[config.mk]
export PLATFORM = sky130hd
export DESIGN_NAME = data_mem_responder
export DESIGN_NICKNAME = d
export VERILOG_FILES = /design/src/rtl/dmem_pkg.sv /design/src/rtl/dmem_lane_align.sv /design/src/rtl/data_mem_responder.sv
export SDC_FILE = /design/constraint.sdc
export NUM_CORES = 2
export LEC_CHECK = 0
export ABC_AREA = 1
export CORE_ASPECT_RATIO = 1.1
export CORE_MARGIN = 2
export CORE_UTILIZATION = 24
export CTS_CLUSTER_DIAMETER = 60
export DETAILED_ROUTE_END_ITERATION = 8
export MAX_ROUTING_LAYER = met4
export PLACE_DENSITY = 0.5
export SETUP_SLACK_MARGIN = 0.2
export SLEW_MARGIN = 5
export SYNTH_ARGS = -nofsm -noshare
export SYNTH_HDL_FRONTEND = slang
export SYNTH_SLANG_ARGS = --single-unit
[constraint.sdc]
create_clock -name clk -period 4.9 [get_ports clk]
set_input_delay 0.98 -clock clk [delete_from_list [all_inputs] [get_ports clk]]
set_output_delay 0.98 -clock clk [all_outputs]
set_load 0.005 [all_outputs]
[src/rtl/dmem_pkg.sv]
// Shared types and lane helpers for the handshaked data memory.
// Used by data_mem_responder and dmem_lane_align.
package dmem_pkg;

    localparam logic [1:0] SZ_BYTE = 2'b00;
    localparam logic [1:0] SZ_HALF = 2'b01;
    localparam logic [1:0] SZ_WORD = 2'b10;

    typedef enum logic [1:0] {
        IDLE,
        ACCESS,
        RESP
    } state_e;

    // The reserved encoding behaves as a word access.
    function automatic logic [1:0] norm_size(input logic [1:0] size);
        return (size == 2'b11) ? SZ_WORD : size;
    endfunction

    function automatic logic [1:0] norm_lane(
        input logic [1:0] size,
        input logic [1:0] lane
    );
        logic [1:0] l;
        l = lane;
        if (size == SZ_HALF) l = {lane[1], 1'b0};
        if (size == SZ_WORD) l = 2'b00;
        return l;
    endfunction

    function automatic logic [3:0] lane_strb(
        input logic [1:0] size,
        input logic [1:0] lane
    );
        logic [3:0] s;
        unique case (size)
            SZ_BYTE: s = 4'b0001 << lane;
            SZ_HALF: s = lane[1] ? 4'b1100 : 4'b0011;
            default: s = 4'b1111;
        endcase
        return s;
    endfunction

endpackage

[src/rtl/dmem_lane_align.sv]
// Combinational lane steering: store replication/strobes and
// load extraction with zero/sign extension.
module dmem_lane_align
    import dmem_pkg::*;
(
    input  logic [1:0]  size_i,
    input  logic [1:0]  lane_i,
    input  logic        unsigned_i,
    input  logic [31:0] wdata_i,
    input  logic [31:0] rword_i,
    output logic [31:0] wdata_o,
    output logic [3:0]  strb_o,
    output logic [31:0] rdata_o
);

    logic [31:0] shifted;

    assign strb_o  = lane_strb(size_i, lane_i);
    assign shifted = rword_i >> {lane_i, 3'b000};

    always_comb begin
        wdata_o = wdata_i;
        rdata_o = shifted;
        unique case (size_i)
            SZ_BYTE: begin
                wdata_o = {4{wdata_i[7:0]}};
                rdata_o = unsigned_i ? {24'h0, shifted[7:0]}
                        : {{24{shifted[7]}}, shifted[7:0]};
            end
            SZ_HALF: begin
                wdata_o = {2{wdata_i[15:0]}};
                rdata_o = unsigned_i ? {16'h0, shifted[15:0]}
                        : {{16{shifted[15]}}, shifted[15:0]};
            end
            default: begin
                wdata_o = wdata_i;
                rdata_o = shifted;
            end
        endcase
    end

endmodule

[src/rtl/data_mem_responder.sv]
// Request/response data memory with byte/half/word lanes.
// DMEM_ERR_EN enables misalignment, size and range errors.
module data_mem_responder
    import dmem_pkg::*;
#(
    parameter int DEPTH_WORDS = 64,
    parameter int ADDR_W      = 32
) (
    input  logic              clk,
    input  logic              rst_n,
    input  logic              req_valid,
    output logic              req_ready,
    input  logic              req_we,
    input  logic [ADDR_W-1:0] req_addr,
    input  logic [31:0]       req_wdata,
    input  logic [1:0]        req_size,
    input  logic              req_unsigned,
    output logic              rsp_valid,
    input  logic              rsp_ready,
    output logic [31:0]       rsp_rdata,
    output logic              rsp_err
);

    localparam int IDX_W  = (DEPTH_WORDS > 1) ? $clog2(DEPTH_WORDS) : 1;
    localparam int WIDX_W = ADDR_W - 2;

    state_e            state_q, state_d;
    logic              we_q, we_d;
    logic [ADDR_W-1:0] addr_q, addr_d;
    logic [31:0]       wdata_q, wdata_d;
    logic [1:0]        size_q, size_d;
    logic              uns_q, uns_d;
    logic [31:0]       rdata_q, rdata_d;

    logic [31:0]       mem_q [DEPTH_WORDS];

    logic [WIDX_W-1:0] widx_full;
    logic [IDX_W-1:0]  widx;
    logic [1:0]        size_n;
    logic [1:0]        lane_n;
    logic              err_c;
    logic [31:0]       rword;
    logic [31:0]       wdata_al;
    logic [3:0]        strb;
    logic [31:0]       rdata_al;

    assign widx_full = addr_q[ADDR_W-1:2];
    assign widx      = IDX_W'(widx_full % WIDX_W'(DEPTH_WORDS));
    assign size_n    = norm_size(size_q);
    assign lane_n    = norm_lane(size_n, addr_q[1:0]);
    assign rword     = mem_q[widx];

`ifdef DMEM_ERR_EN
    logic err_q, err_d;

    assign err_c = (size_q == 2'b11)
                || (size_q == SZ_HALF && addr_q[0])
                || (size_q == SZ_WORD && addr_q[1:0] != 2'b00)
                || (widx_full >= WIDX_W'(DEPTH_WORDS));
    assign rsp_err = err_q;
`else
    assign err_c   = 1'b0;
    assign rsp_err = 1'b0;
`endif

    dmem_lane_align u_align (
        .size_i     (size_n),
        .lane_i     (lane_n),
        .unsigned_i (uns_q),
        .wdata_i    (wdata_q),
        .rword_i    (rword),
        .wdata_o    (wdata_al),
        .strb_o     (strb),
        .rdata_o    (rdata_al)
    );

    assign req_ready = (state_q == IDLE);
    assign rsp_valid = (state_q == RESP);
    assign rsp_rdata = rdata_q;

    // Async reset drops state to IDLE, so an aborted access never writes.
    always_ff @(posedge clk) begin
        if (state_q == ACCESS && we_q && !err_c) begin
            for (int b = 0; b < 4; b++) begin
                if (strb[b]) mem_q[widx][8*b +: 8] <= wdata_al[8*b +: 8];
            end
        end
    end

    always_comb begin
        state_d = state_q;
        we_d    = we_q;
        addr_d  = addr_q;
        wdata_d = wdata_q;
        size_d  = size_q;
        uns_d   = uns_q;
        rdata_d = rdata_q;
`ifdef DMEM_ERR_EN
        err_d   = err_q;
`endif
        unique case (state_q)
            IDLE: begin
                if (req_valid) begin
                    we_d    = req_we;
                    addr_d  = req_addr;
                    wdata_d = req_wdata;
                    size_d  = req_size;
                    uns_d   = req_unsigned;
                    state_d = ACCESS;
                end
            end
            ACCESS: begin
                rdata_d = (we_q || err_c) ? 32'h0 : rdata_al;
`ifdef DMEM_ERR_EN
                err_d   = err_c;
`endif
                state_d = RESP;
            end
            RESP: begin
                if (rsp_ready) state_d = IDLE;
            end
            default: state_d = IDLE;
        endcase
    end

    always_ff @(posedge clk or negedge rst_n) begin
        if (!rst_n) begin
            state_q <= IDLE;
            we_q    <= 1'b0;
            addr_q  <= '0;
            wdata_q <= 32'h0;
            size_q  <= SZ_BYTE;
            uns_q   <= 1'b0;
            rdata_q <= 32'h0;
`ifdef DMEM_ERR_EN
            err_q   <= 1'b0;
`endif
        end else begin
            state_q <= state_d;
            we_q    <= we_d;
            addr_q  <= addr_d;
            wdata_q <= wdata_d;
            size_q  <= size_d;
            uns_q   <= uns_d;
            rdata_q <= rdata_d;
`ifdef DMEM_ERR_EN
            err_q   <= err_d;
`endif
        end
    end

endmodule

==> results.sh <==
export IMPL_fp_row_count=231
export IMPL_synthArstFlopShare_pct=3.67
export IMPL_path_common_cell="nand2_1"
export IMPL_critPathLaunch="addr_q[4]"
export IMPL_synth_nets=7884
export IMPL_r2r_end="rsp_rdata[23]"
export IMPL_htree_levels=4
export IMPL_p_sw_w=0.0247
export IMPL_drtAntennaViolNets=0
export IMPL_r2r_start="addr_q[4]"
export IMPL_p_sw_share_pct=39.5
export IMPL_vias=57507
export IMPL_min_period_ns=4.30
export IMPL_grt_usage_pct=15.1
export IMPL_routedWlPerCell_um=21.4
export IMPL_dr_pass1_iters=6
export IMPL_p_leak_nw=37.0
export IMPL_portBuffers=81
export IMPL_worstSetupStartpointType="flip-flop"
export IMPL_intPower_w=0.0378
export IMPL_netlist_area_mm2=0.0871
export IMPL_clock_sinks=2126
export IMPL_drc_errors=0
export IMPL_grt_max_degree=146
export IMPL_post_synth_top_area_fraction_pct=70.6
export IMPL_final_layout_size_suffix_gt1_share_pct=7.56
export IMPL_critical_path_endpoint="rsp_rdata[23]"
export IMPL_ys_flop_type="edfxtp_1"
export IMPL_cp_end_kind="flip-flop"
export IMPL_vdd_ir_drop_worst_v=0.000740
export IMPL_rrSetupSlack_ns=0.60
export IMPL_ys_top_cells_by_count="nand2_1, edfxtp_1, nor2_1"
export IMPL_final_core_util_pct=28.0
export IMPL_synth_cells=7812
export IMPL_status="finished, final reports clean"
export IMPL_timing_setup_tns_ns=0
export IMPL_yosysMostFrequentCell="nand2_1"
export IMPL_layout_setup_ws_ns=0.595
export IMPL_cts_made_buffers=217
export IMPL_seq_power_share_pct=39.0
export IMPL_ys_seq_area_share_pct=72.9
export IMPL_rsz0062_at_grt="no"
export IMPL_clk_latency_ns=0.86
export IMPL_slew_headroom_pct=5.80
export IMPL_root_buffer="clkbuf_16"
export IMPL_slew_violations=0
export IMPL_finClkSkew_ns=0.0348
export IMPL_ys_seq_elements=2126
export IMPL_start_util_pct=24.2
export IMPL_gp_congestion=0.963
export IMPL_synth_area_per_cell_um2=11.1
export IMPL_cp_slowest_cell="dfrtp_4"
export IMPL_core_mm2=0.360
export IMPL_max_cap_viol_count=0
export IMPL_drt_initial_drc_count=5686
export IMPL_cts_setup_buffers=0
export IMPL_rr_worst_depth=16
export IMPL_p_clk_share_pct=25.9
export IMPL_synth_area_leader_cell="edfxtp_1"
export IMPL_critical_path_max_stage_delay_ns=0.65
export IMPL_drt_wl_total_um=275000
export IMPL_fillers=37045
export IMPL_crit_fanout=145
export IMPL_fmax_mhz=232
export IMPL_cp_cell_sequence="inv_4 -> buf_12 -> nor2_4 -> buf_12 -> nand3_1 -> nand2_1 -> o21ai_1 -> nand2_1 -> nor2_1 -> nand3_1 -> nand3_1 -> nand2_1 -> nand2_1 -> nand3_4 -> nand2_1 -> nand2_1"
export IMPL_grt_pass1_wl_um=395000
export IMPL_pin_count=107
export IMPL_worstPathRequired_ns=5.65
export IMPL_ctsHoldBuffers=0
export IMPL_synth_edf_count=2048
export IMPL_tightest_slew_ns=1.41
export IMPL_path_clk_slew_ns=0.06
export IMPL_worstPathArrival_ns=5.06
export IMPL_fin_crit_sh_pct=87.8
export IMPL_hpwl_um=169000
export IMPL_final_hold_viol_count=0
export IMPL_synthTopCellsByArea="edfxtp_1, nand2_1, dfrtp_1"
export IMPL_crit_type="flip-flop to flip-flop"
export IMPL_cts_buffer_depth=3
export IMPL_avgViaCountPerCell=4.46
export IMPL_pwr_density_cell_mw_per_mm2=619
export IMPL_ctsResizeCount=0
export IMPL_syn_to_final_growth_pct=16.0
export IMPL_ys_types=37
export IMPL_setup_viol=0
export IMPL_grt_pass1_vias=55845
export IMPL_cts_tree="yes"
export IMPL_fp_dieH_um=636
export IMPL_grt_ovfl_total=0
export IMPL_power_frac_comb_pct=35.1
export IMPL_nNetsFinal=7986
export IMPL_yosysWarnings=0
export IMPL_die_w_um=578
export IMPL_hold_path_class="primary input to asynchronous set/reset pin"
export IMPL_die_area_mm2=0.368
export IMPL_pre_cts_slack_ns=0.625
export IMPL_antenna_found_initial=13
## worst max-delay path, delay by kind of cell, from the launching register on
family,cells,cell delay (ns)
AOI/OAI and AO/OA,1,0.28
and+or+nand+nor,12,2.15
DFF,1,0.65
buffers and inverters,3,1.06
## flip-flops by register name, indices dropped and copies added (netlist names)
| signal | count |
|---|---|
| we_q | 1 |
| size_q | 2 |
| addr_q | 8 |
| rsp_rdata | 32 |
| mem_q | 2048 |
| uns_q | 1 |
| state_q | 2 |
| wdata_q | 32 |
## power by group through the flow
stage	combinational [W]	sequential, W	clock, W
2_1_floorplan	0.0115	0.0251	0
3_3_place_gp	0.0216	0.0247	0
3_5_place_dp	0.0218	0.0247	0
4_1_cts	0.0218	0.0243	0.0165
5_1_grt	0.0236	0.0244	0.0171
6_report	0.0219	0.0243	0.0162
## logic make-up after synthesis
logic type,share of synthesized area [%]
other,0.00431
AND/OR/NAND/NOR,19.9
buffers and inverters,3.09
flip-flops,72.9
AO/OA/AOI/OAI,4.13
## how the worst min path moves through the flow
stage	endpoint	slack (ns)	cells after the start
3_5_place_dp	wdata_q[19]	0.47	2
3_3_place_gp	wdata_q[19]	0.47	2
2_1_floorplan	wdata_q[16]	0.45	2
5_1_grt	rsp_rdata[23]	0.22	1
6_report	rsp_rdata[21]	0.20	1
4_1_cts	rsp_rdata[23]	0.15	1
## through the flow
| step | cells | hold slack (ns) | power [W] | area, um2 |
|---|---|---|---|---|
| 2_1_floorplan | 7812 | 0.449 | 0.0366 | 87100 |
| 3_3_place_gp | 12471 | 0.470 | 0.0463 | 94100 |
| 3_5_place_dp | 12471 | 0.468 | 0.0465 | 94100 |
| 4_1_cts | 12869 | 0.153 | 0.0626 | 101000 |
| 5_1_grt | 12875 | 0.217 | 0.0651 | 101000 |
| 6_report | 12880 | 0.203 | 0.0625 | 101000 |
## cell usage in the layout (no fill, tap or decap), types with 9 or more instances in the layout
master           Yosys  layout
clkbuf_16            0     223
dfrtp_1             78      67
a22oi_1             56      56
or2_2               27      27
bufinv_16            0      15
nand2_1           3649    3639
nand3_1            140     139
a21oi_1            305     305
nor2_1             445     443
or2_0               30      30
nor2_4               5      10
inv_1              160     160
o21ai_1             49      47
clkbuf_8             0       9
o21ai_4              0      10
o21ai_0            217     209
nand2_2              2      12
buf_4               16     195
nand3b_1            10      10
clkinv_2             0      34
o211ai_1            26      26
nand4_1             95      95
clkinv_1             3      48
edfxtp_1          2048    2048
clkbuf_1           128      52
clkdlybuf4s50_1      0      80
diode_2              0      11
buf_12               0      29
## final cells by class
cell class / count / area (um2) / share of cell area, %
sequential: 2126 / 63500 / 62.8
multi-input combinational: 5097 / 21100 / 20.9
tap: 4776 / 5980 / 5.92
clock buffer: 284 / 5900 / 5.84
timing repair buffer: 304 / 2850 / 2.82
clock inverter: 114 / 991 / 0.981
inverter: 168 / 658 / 0.652
antenna: 11 / 27.5 / 0.0273
## routing by layer
layer / routed length [um] / vias to the layer above / GRT usage (%)
li1: - / 26569 / -
met1: 114000 / 28575 / 18.9
met2: 131000 / 1955 / 24.4
met3: 18300 / 408 / 2.33
met4: 11400 / 0 / 5.97
met5: 0 / - / -
No activity file was read; power rests on OpenSTA's default activity.
